<file path="src/rtl/butterfly_pipe_unit.sv">
// Three-stage radix-2 DIT butterfly: even = A + B*W, odd = A - B*W on complex fixed point.
// Valid/ready with one global stall, round-half-up, optional scale-by-half, saturation and sticky overflow.
module butterfly_pipe_unit #(
    parameter int unsigned WIDTH         = 16,
    parameter int unsigned FRACTION_BITS = 14,
    parameter int unsigned TAG_WIDTH     = 5
) (
    input  logic                 CLK,
    input  logic                 RST,
    input  logic                 in_valid,
    output logic                 in_ready,
    input  logic [WIDTH-1:0]     in_1_real,
    input  logic [WIDTH-1:0]     in_1_imag,
    input  logic [WIDTH-1:0]     in_2_real,
    input  logic [WIDTH-1:0]     in_2_imag,
    input  logic [WIDTH-1:0]     twiddle_real,
    input  logic [WIDTH-1:0]     twiddle_imag,
    input  logic [TAG_WIDTH-1:0] in_tag,
    input  logic                 mode_inverse,
    input  logic                 scale_half,
    output logic                 out_valid,
    input  logic                 out_ready,
    output logic [WIDTH-1:0]     even_real,
    output logic [WIDTH-1:0]     even_imag,
    output logic [WIDTH-1:0]     odd_real,
    output logic [WIDTH-1:0]     odd_imag,
    output logic [TAG_WIDTH-1:0] out_tag,
    output logic                 ovf_flag,
    input  logic                 ovf_clear
);

    localparam int unsigned PW = 2 * WIDTH + 2;
    localparam int unsigned SW = WIDTH + 2;
    localparam logic [PW-1:0] RND = PW'(1) << (FRACTION_BITS - 1);

    function automatic logic [PW-1:0] sx(input logic [WIDTH:0] v);
        return {{(PW - WIDTH - 1){v[WIDTH]}}, v};
    endfunction

    // Round half up, then keep only the SW bits the adder stage works with.
    function automatic logic [SW-1:0] round_shift(input logic [PW-1:0] p);
        logic [PW-1:0] r;
        r = p + RND;
        return r[FRACTION_BITS +: SW];
    endfunction

    function automatic logic [SW:0] combine(input logic [WIDTH-1:0] a, input logic [SW-1:0] p,
                                            input logic sub, input logic half);
        logic [SW-1:0] sum;
        logic [SW:0]   ext;
        sum = {{2{a[WIDTH-1]}}, a} + (sub ? (~p + SW'(1)) : p);
        ext = {sum[SW-1], sum};
        if (half) begin
            ext = $signed(ext + (SW + 1)'(1)) >>> 1;
        end
        return ext;
    endfunction

    // Returns {overflow, saturated value}.
    function automatic logic [WIDTH:0] saturate(input logic [SW:0] x);
        logic [3:0] top;
        top = x[SW:WIDTH-1];
        if (top == 4'b0000 || top == 4'b1111) begin
            return {1'b0, x[WIDTH-1:0]};
        end
        if (x[SW]) begin
            return {2'b11, {(WIDTH - 1){1'b0}}};
        end
        return {2'b10, {(WIDTH - 1){1'b1}}};
    endfunction

    logic adv;

    logic                 v1_q, v1_d;
    logic [WIDTH-1:0]     a1r_q, a1r_d, a1i_q, a1i_d, b1r_q, b1r_d, b1i_q, b1i_d, w1r_q, w1r_d;
    logic [WIDTH:0]       w1i_q, w1i_d;
    logic [TAG_WIDTH-1:0] tag1_q, tag1_d;
    logic                 half1_q, half1_d;

    logic                 v2_q, v2_d;
    logic [WIDTH-1:0]     a2r_q, a2r_d, a2i_q, a2i_d;
    logic [SW-1:0]        p2r_q, p2r_d, p2i_q, p2i_d;
    logic [TAG_WIDTH-1:0] tag2_q, tag2_d;
    logic                 half2_q, half2_d;

    logic                 ov_q, ov_d, ovf_q, ovf_d;
    logic [WIDTH-1:0]     er_q, er_d, ei_q, ei_d, or_q, or_d, oi_q, oi_d;
    logic [TAG_WIDTH-1:0] otag_q, otag_d;

    logic [WIDTH:0]       twi_ext;
    logic [PW-1:0]        pr_full, pi_full;
    logic [WIDTH:0]       er_s, ei_s, or_s, oi_s;
    logic                 sat_any;

    assign adv      = !ov_q || out_ready;
    assign in_ready = adv;

    assign twi_ext = {twiddle_imag[WIDTH-1], twiddle_imag};
    assign pr_full = sx({b1r_q[WIDTH-1], b1r_q}) * sx({w1r_q[WIDTH-1], w1r_q})
                   - sx({b1i_q[WIDTH-1], b1i_q}) * sx(w1i_q);
    assign pi_full = sx({b1r_q[WIDTH-1], b1r_q}) * sx(w1i_q)
                   + sx({b1i_q[WIDTH-1], b1i_q}) * sx({w1r_q[WIDTH-1], w1r_q});

    assign er_s    = saturate(combine(a2r_q, p2r_q, 1'b0, half2_q));
    assign ei_s    = saturate(combine(a2i_q, p2i_q, 1'b0, half2_q));
    assign or_s    = saturate(combine(a2r_q, p2r_q, 1'b1, half2_q));
    assign oi_s    = saturate(combine(a2i_q, p2i_q, 1'b1, half2_q));
    assign sat_any = er_s[WIDTH] | ei_s[WIDTH] | or_s[WIDTH] | oi_s[WIDTH];

    always_comb begin
        v1_d = v1_q;  a1r_d = a1r_q;  a1i_d = a1i_q;  b1r_d = b1r_q;  b1i_d = b1i_q;
        w1r_d = w1r_q;  w1i_d = w1i_q;  tag1_d = tag1_q;  half1_d = half1_q;
        v2_d = v2_q;  a2r_d = a2r_q;  a2i_d = a2i_q;  p2r_d = p2r_q;  p2i_d = p2i_q;
        tag2_d = tag2_q;  half2_d = half2_q;
        ov_d = ov_q;  er_d = er_q;  ei_d = ei_q;  or_d = or_q;  oi_d = oi_q;  otag_d = otag_q;
        if (adv) begin
            v1_d = in_valid;
            if (in_valid) begin
                a1r_d   = in_1_real;
                a1i_d   = in_1_imag;
                b1r_d   = in_2_real;
                b1i_d   = in_2_imag;
                w1r_d   = twiddle_real;
                w1i_d   = mode_inverse ? (~twi_ext + (WIDTH + 1)'(1)) : twi_ext;
                tag1_d  = in_tag;
                half1_d = scale_half;
            end
            v2_d = v1_q;
            if (v1_q) begin
                a2r_d   = a1r_q;
                a2i_d   = a1i_q;
                p2r_d   = round_shift(pr_full);
                p2i_d   = round_shift(pi_full);
                tag2_d  = tag1_q;
                half2_d = half1_q;
            end
            ov_d = v2_q;
            // Bubbles leave the output registers untouched.
            if (v2_q) begin
                er_d   = er_s[WIDTH-1:0];
                ei_d   = ei_s[WIDTH-1:0];
                or_d   = or_s[WIDTH-1:0];
                oi_d   = oi_s[WIDTH-1:0];
                otag_d = tag2_q;
            end
        end
        ovf_d = (ovf_q && !ovf_clear) || (adv && v2_q && sat_any);
    end

    always_ff @(posedge CLK) begin
        if (!RST) begin
            v1_q <= 1'b0;  a1r_q <= '0;  a1i_q <= '0;  b1r_q <= '0;  b1i_q <= '0;
            w1r_q <= '0;  w1i_q <= '0;  tag1_q <= '0;  half1_q <= 1'b0;
            v2_q <= 1'b0;  a2r_q <= '0;  a2i_q <= '0;  p2r_q <= '0;  p2i_q <= '0;
            tag2_q <= '0;  half2_q <= 1'b0;
            ov_q <= 1'b0;  er_q <= '0;  ei_q <= '0;  or_q <= '0;  oi_q <= '0;
            otag_q <= '0;  ovf_q <= 1'b0;
        end else begin
            v1_q <= v1_d;  a1r_q <= a1r_d;  a1i_q <= a1i_d;  b1r_q <= b1r_d;  b1i_q <= b1i_d;
            w1r_q <= w1r_d;  w1i_q <= w1i_d;  tag1_q <= tag1_d;  half1_q <= half1_d;
            v2_q <= v2_d;  a2r_q <= a2r_d;  a2i_q <= a2i_d;  p2r_q <= p2r_d;  p2i_q <= p2i_d;
            tag2_q <= tag2_d;  half2_q <= half2_d;
            ov_q <= ov_d;  er_q <= er_d;  ei_q <= ei_d;  or_q <= or_d;  oi_q <= oi_d;
            otag_q <= otag_d;  ovf_q <= ovf_d;
        end
    end

    assign out_valid = ov_q;
    assign even_real = er_q;
    assign even_imag = ei_q;
    assign odd_real  = or_q;
    assign odd_imag  = oi_q;
    assign out_tag   = otag_q;
    assign ovf_flag  = ovf_q;

endmodule

</file>
<file path="config.mk">
export PLATFORM = sky130hd
export DESIGN_NAME = butterfly_pipe_unit
export DESIGN_NICKNAME = d
export VERILOG_FILES = /design/src/rtl/butterfly_pipe_unit.sv
export SDC_FILE = /design/constraint.sdc
export NUM_CORES = 2
export LEC_CHECK = 0
export ABC_AREA = 1
export CORE_MARGIN = 10
export CORE_UTILIZATION = 30
export CTS_CLUSTER_DIAMETER = 50
export DETAILED_ROUTE_END_ITERATION = 8
export HOLD_SLACK_MARGIN = 0.02
export PLACE_DENSITY = 0.49
export SYNTH_ARGS = -nofsm -noshare
export SYNTH_HDL_FRONTEND = slang
export SYNTH_SLANG_ARGS = --single-unit
export TNS_END_PERCENT = 50
</file>
<file path="constraint.sdc">
create_clock -name CLK -period 8.6 [get_ports CLK]
set_input_delay 0.86 -clock CLK [delete_from_list [all_inputs] [get_ports CLK]]
set_output_delay 0.86 -clock CLK [all_outputs]
set_load 0.05 [all_outputs]
</file>
==> out/metrics.cfg <==
[setup_path]
critPathKind = reg -> reg
arrival_ns = 8.83
r2r_slack_ns = 0.37
end_kind = register
critPathRequiredTime_ns = 9.19
worst_setup_path_start_kind = register
path_max_fanout = 21

[sta]
layout_min_cycle_time_ns = 8.23
skew_ns = 0.0397
drv_slew = 0
fin_setup_tns_ns = 0
setup_viol = 0
slew_headroom_pct = 12.1
fmax_mhz = 121
rsz0062_at_grt = false
fin_crit_sh_pct = 95.7
tightest_slew_ns = 1.32
hold_viol = 0

[placement]
place.gp.congestion = 0.889
dp_hpwl_um = 158000
io_buffers = 179

[detailed_routing]
routed_wl_um = 193000
drtIter0Drc = 3165
via_per_inst = 4.58
first_pass_iters = 5
drc = 0
postRouteAntennaNets = 0
vias = 46866
wl_per_cell_um = 18.9

[clock_tree]
htree_levels = 2
root_buffer = clkbuf_16
cts_resized = 0
cts_buffers = 45
cts_hold_buf = 0
clk_pin_slew_ns = 0.06
clk_latency_ns = 0.65
cts_tree = yes
cts_sinks = 250
clock_path_buffers = 3
cts_setup_buffers = 0

[global_route]
track_usage_pct = 18.3
grt_pass1_vias = 49339
antenna_found_initial = 11
grt_overflow_total = 0
grt_pass1_wl_um = 301000
grt_start_max_net_pins = 131

[die]
coreArea_sq_um = 192000
placementRows = 161
initial_core_util_pct = 30.1
die_y_um = 459
die-area_sq_um = 211000
io_pins = 180
fp.dieW_um = 459

[synth]
synthCells = 7686
synth_most_common_cell = inv_1
postSynthAreaPerCell_sq_um = 7.54
netlist.area_leader.share_pct = 40.4
synth.area.top_cells = fa_1, inv_1, nand2_1
synthFlopType = dfxtp_1
netlist_top_cells_count = inv_1, nand2_1, fa_1, nor2_1, ha_1
synth-seq-cells = 250
yosys_warnings = 0
async_flop_share_pct = 0
syn_nets = 9332
yosysTopAreaCell = fa_1
synth_cell_type_count = 56
syn_area_sq_um = 57900
synth-edff-count = 0
ys_seq_area_share_pct = 8.64

[finish]
antenna_cells = 0
area_growth_pct = 10.5
finalNetCount = 9309
reg_top3 = p2i_q x18, p2r_q x18, w1i_q x17
fill_cells = 20578
drive_above_1_share_pct = 4.98

[min_path]
hp-class = reg -> reg

[status]
status = finished, final reports clean

[run]
maxCapViolCount = 0

[layout by cell type (no fill, tap or decap), types with 9 or more instances in the layout]
| cell | n |
|---|---|
| a21oi_1 | 206 |
| a21oi_2 | 18 |
| a31oi_1 | 13 |
| buf_12 | 11 |
| buf_4 | 120 |
| clkbuf_16 | 45 |
| clkdlybuf4s50_1 | 178 |
| clkinv_2 | 10 |
| dfxtp_1 | 246 |
| fa_1 | 1168 |
| ha_1 | 370 |
| inv_1 | 2099 |
| inv_2 | 37 |
| nand2_1 | 1751 |
| nand2_2 | 23 |
| nand3_1 | 158 |
| nand4_1 | 67 |
| nor2_1 | 490 |
| nor2_2 | 22 |
| nor3_1 | 26 |
| nor4_1 | 9 |
| o211ai_1 | 34 |
| o21ai_0 | 306 |
| o221ai_1 | 10 |
| or2_2 | 25 |
| xnor2_1 | 45 |
| xor2_1 | 73 |
[metal layers]
layer	global-route usage (%)	part of all wire (%)
met5	0	0.043
met3	3.15	6.3
met1	25.2	45
met4	3.26	1.9
met2	30.5	46
[through the flow]
step	util (%)	setup slack, ns	hold WS [ns]	area (sq um)	cells
global placement	32.5	0.391	0.460	62400	10142
detailed placement	32.5	0.355	0.457	62400	10142
CTS	33.3	0.367	0.467	64000	10224
global route	33.3	0.0152	0.493	64000	10224
finish	33.3	0.369	0.469	64000	10224
floorplan	-	1.68	0.444	57900	7686
[kinds of logic (layout without fill, tap and decap cells)]
family          after synthesis  in the layout  share of synthesized area [%]
compound gates              637            637                           6.19
xor+xnor                    119            119                           1.81
fa+ha+maj                  1538           1538                           48.3
buf+inv                    2526           2538                           16.7
flops                       250            250                           8.64
simple gates               2616           2616                           18.4
[area by class of cell]
cell class | count | area, sq um | share of cell area [%]
clock buffers | 52 | 1190 | 1.86
clock inverters | 30 | 384 | 0.600
inverters | 2146 | 8060 | 12.6
multi-input cells | 4910 | 43300 | 67.6
flip-flops and latches | 250 | 5010 | 7.83
well taps | 2526 | 3160 | 4.94
repair buffers | 310 | 2910 | 4.55
[path summary, 6_finish.rpt]
path,from,to,depth (start not counted)
setup / recovery,b1i_q[7]$_SDFFE_PN0P_,p2r_q[8]$_SDFFE_PN0P_,27
hold / removal,v2_q$_SDFFE_PN0N_,v2_q$_SDFFE_PN0N_,2
setup reg to reg,b1i_q[7]$_SDFFE_PN0P_,p2r_q[8]$_SDFFE_PN0P_,27
hold reg to reg,v2_q$_SDFFE_PN0N_,v2_q$_SDFFE_PN0N_,2
[worst max-delay path, cell delays in order (launching register included)]
cell and delay [ns]:
dfxtp_1 0.82, buf_4 0.43, nand2_1 0.13, fa_1 0.54, inv_1 0.05, fa_1 0.47
inv_1 0.05, fa_1 0.49, fa_1 0.46, fa_1 0.58, fa_1 0.44, fa_1 0.50
inv_1 0.06, fa_1 0.49, inv_1 0.05, ha_1 0.38, nand2_1 0.10, nor2_1 0.34
nand4_1 0.14, o211ai_1 0.50, nand2_1 0.14, nand2_1 0.12, nand2_1 0.05, nand2_1 0.16
a21oi_1 0.11, xnor2_1 0.35, o21ai_0 0.14, inv_1 0.09
Power is not shown: default switching activity piles up to over one toggle a cycle in this logic, so the estimate is an artifact.
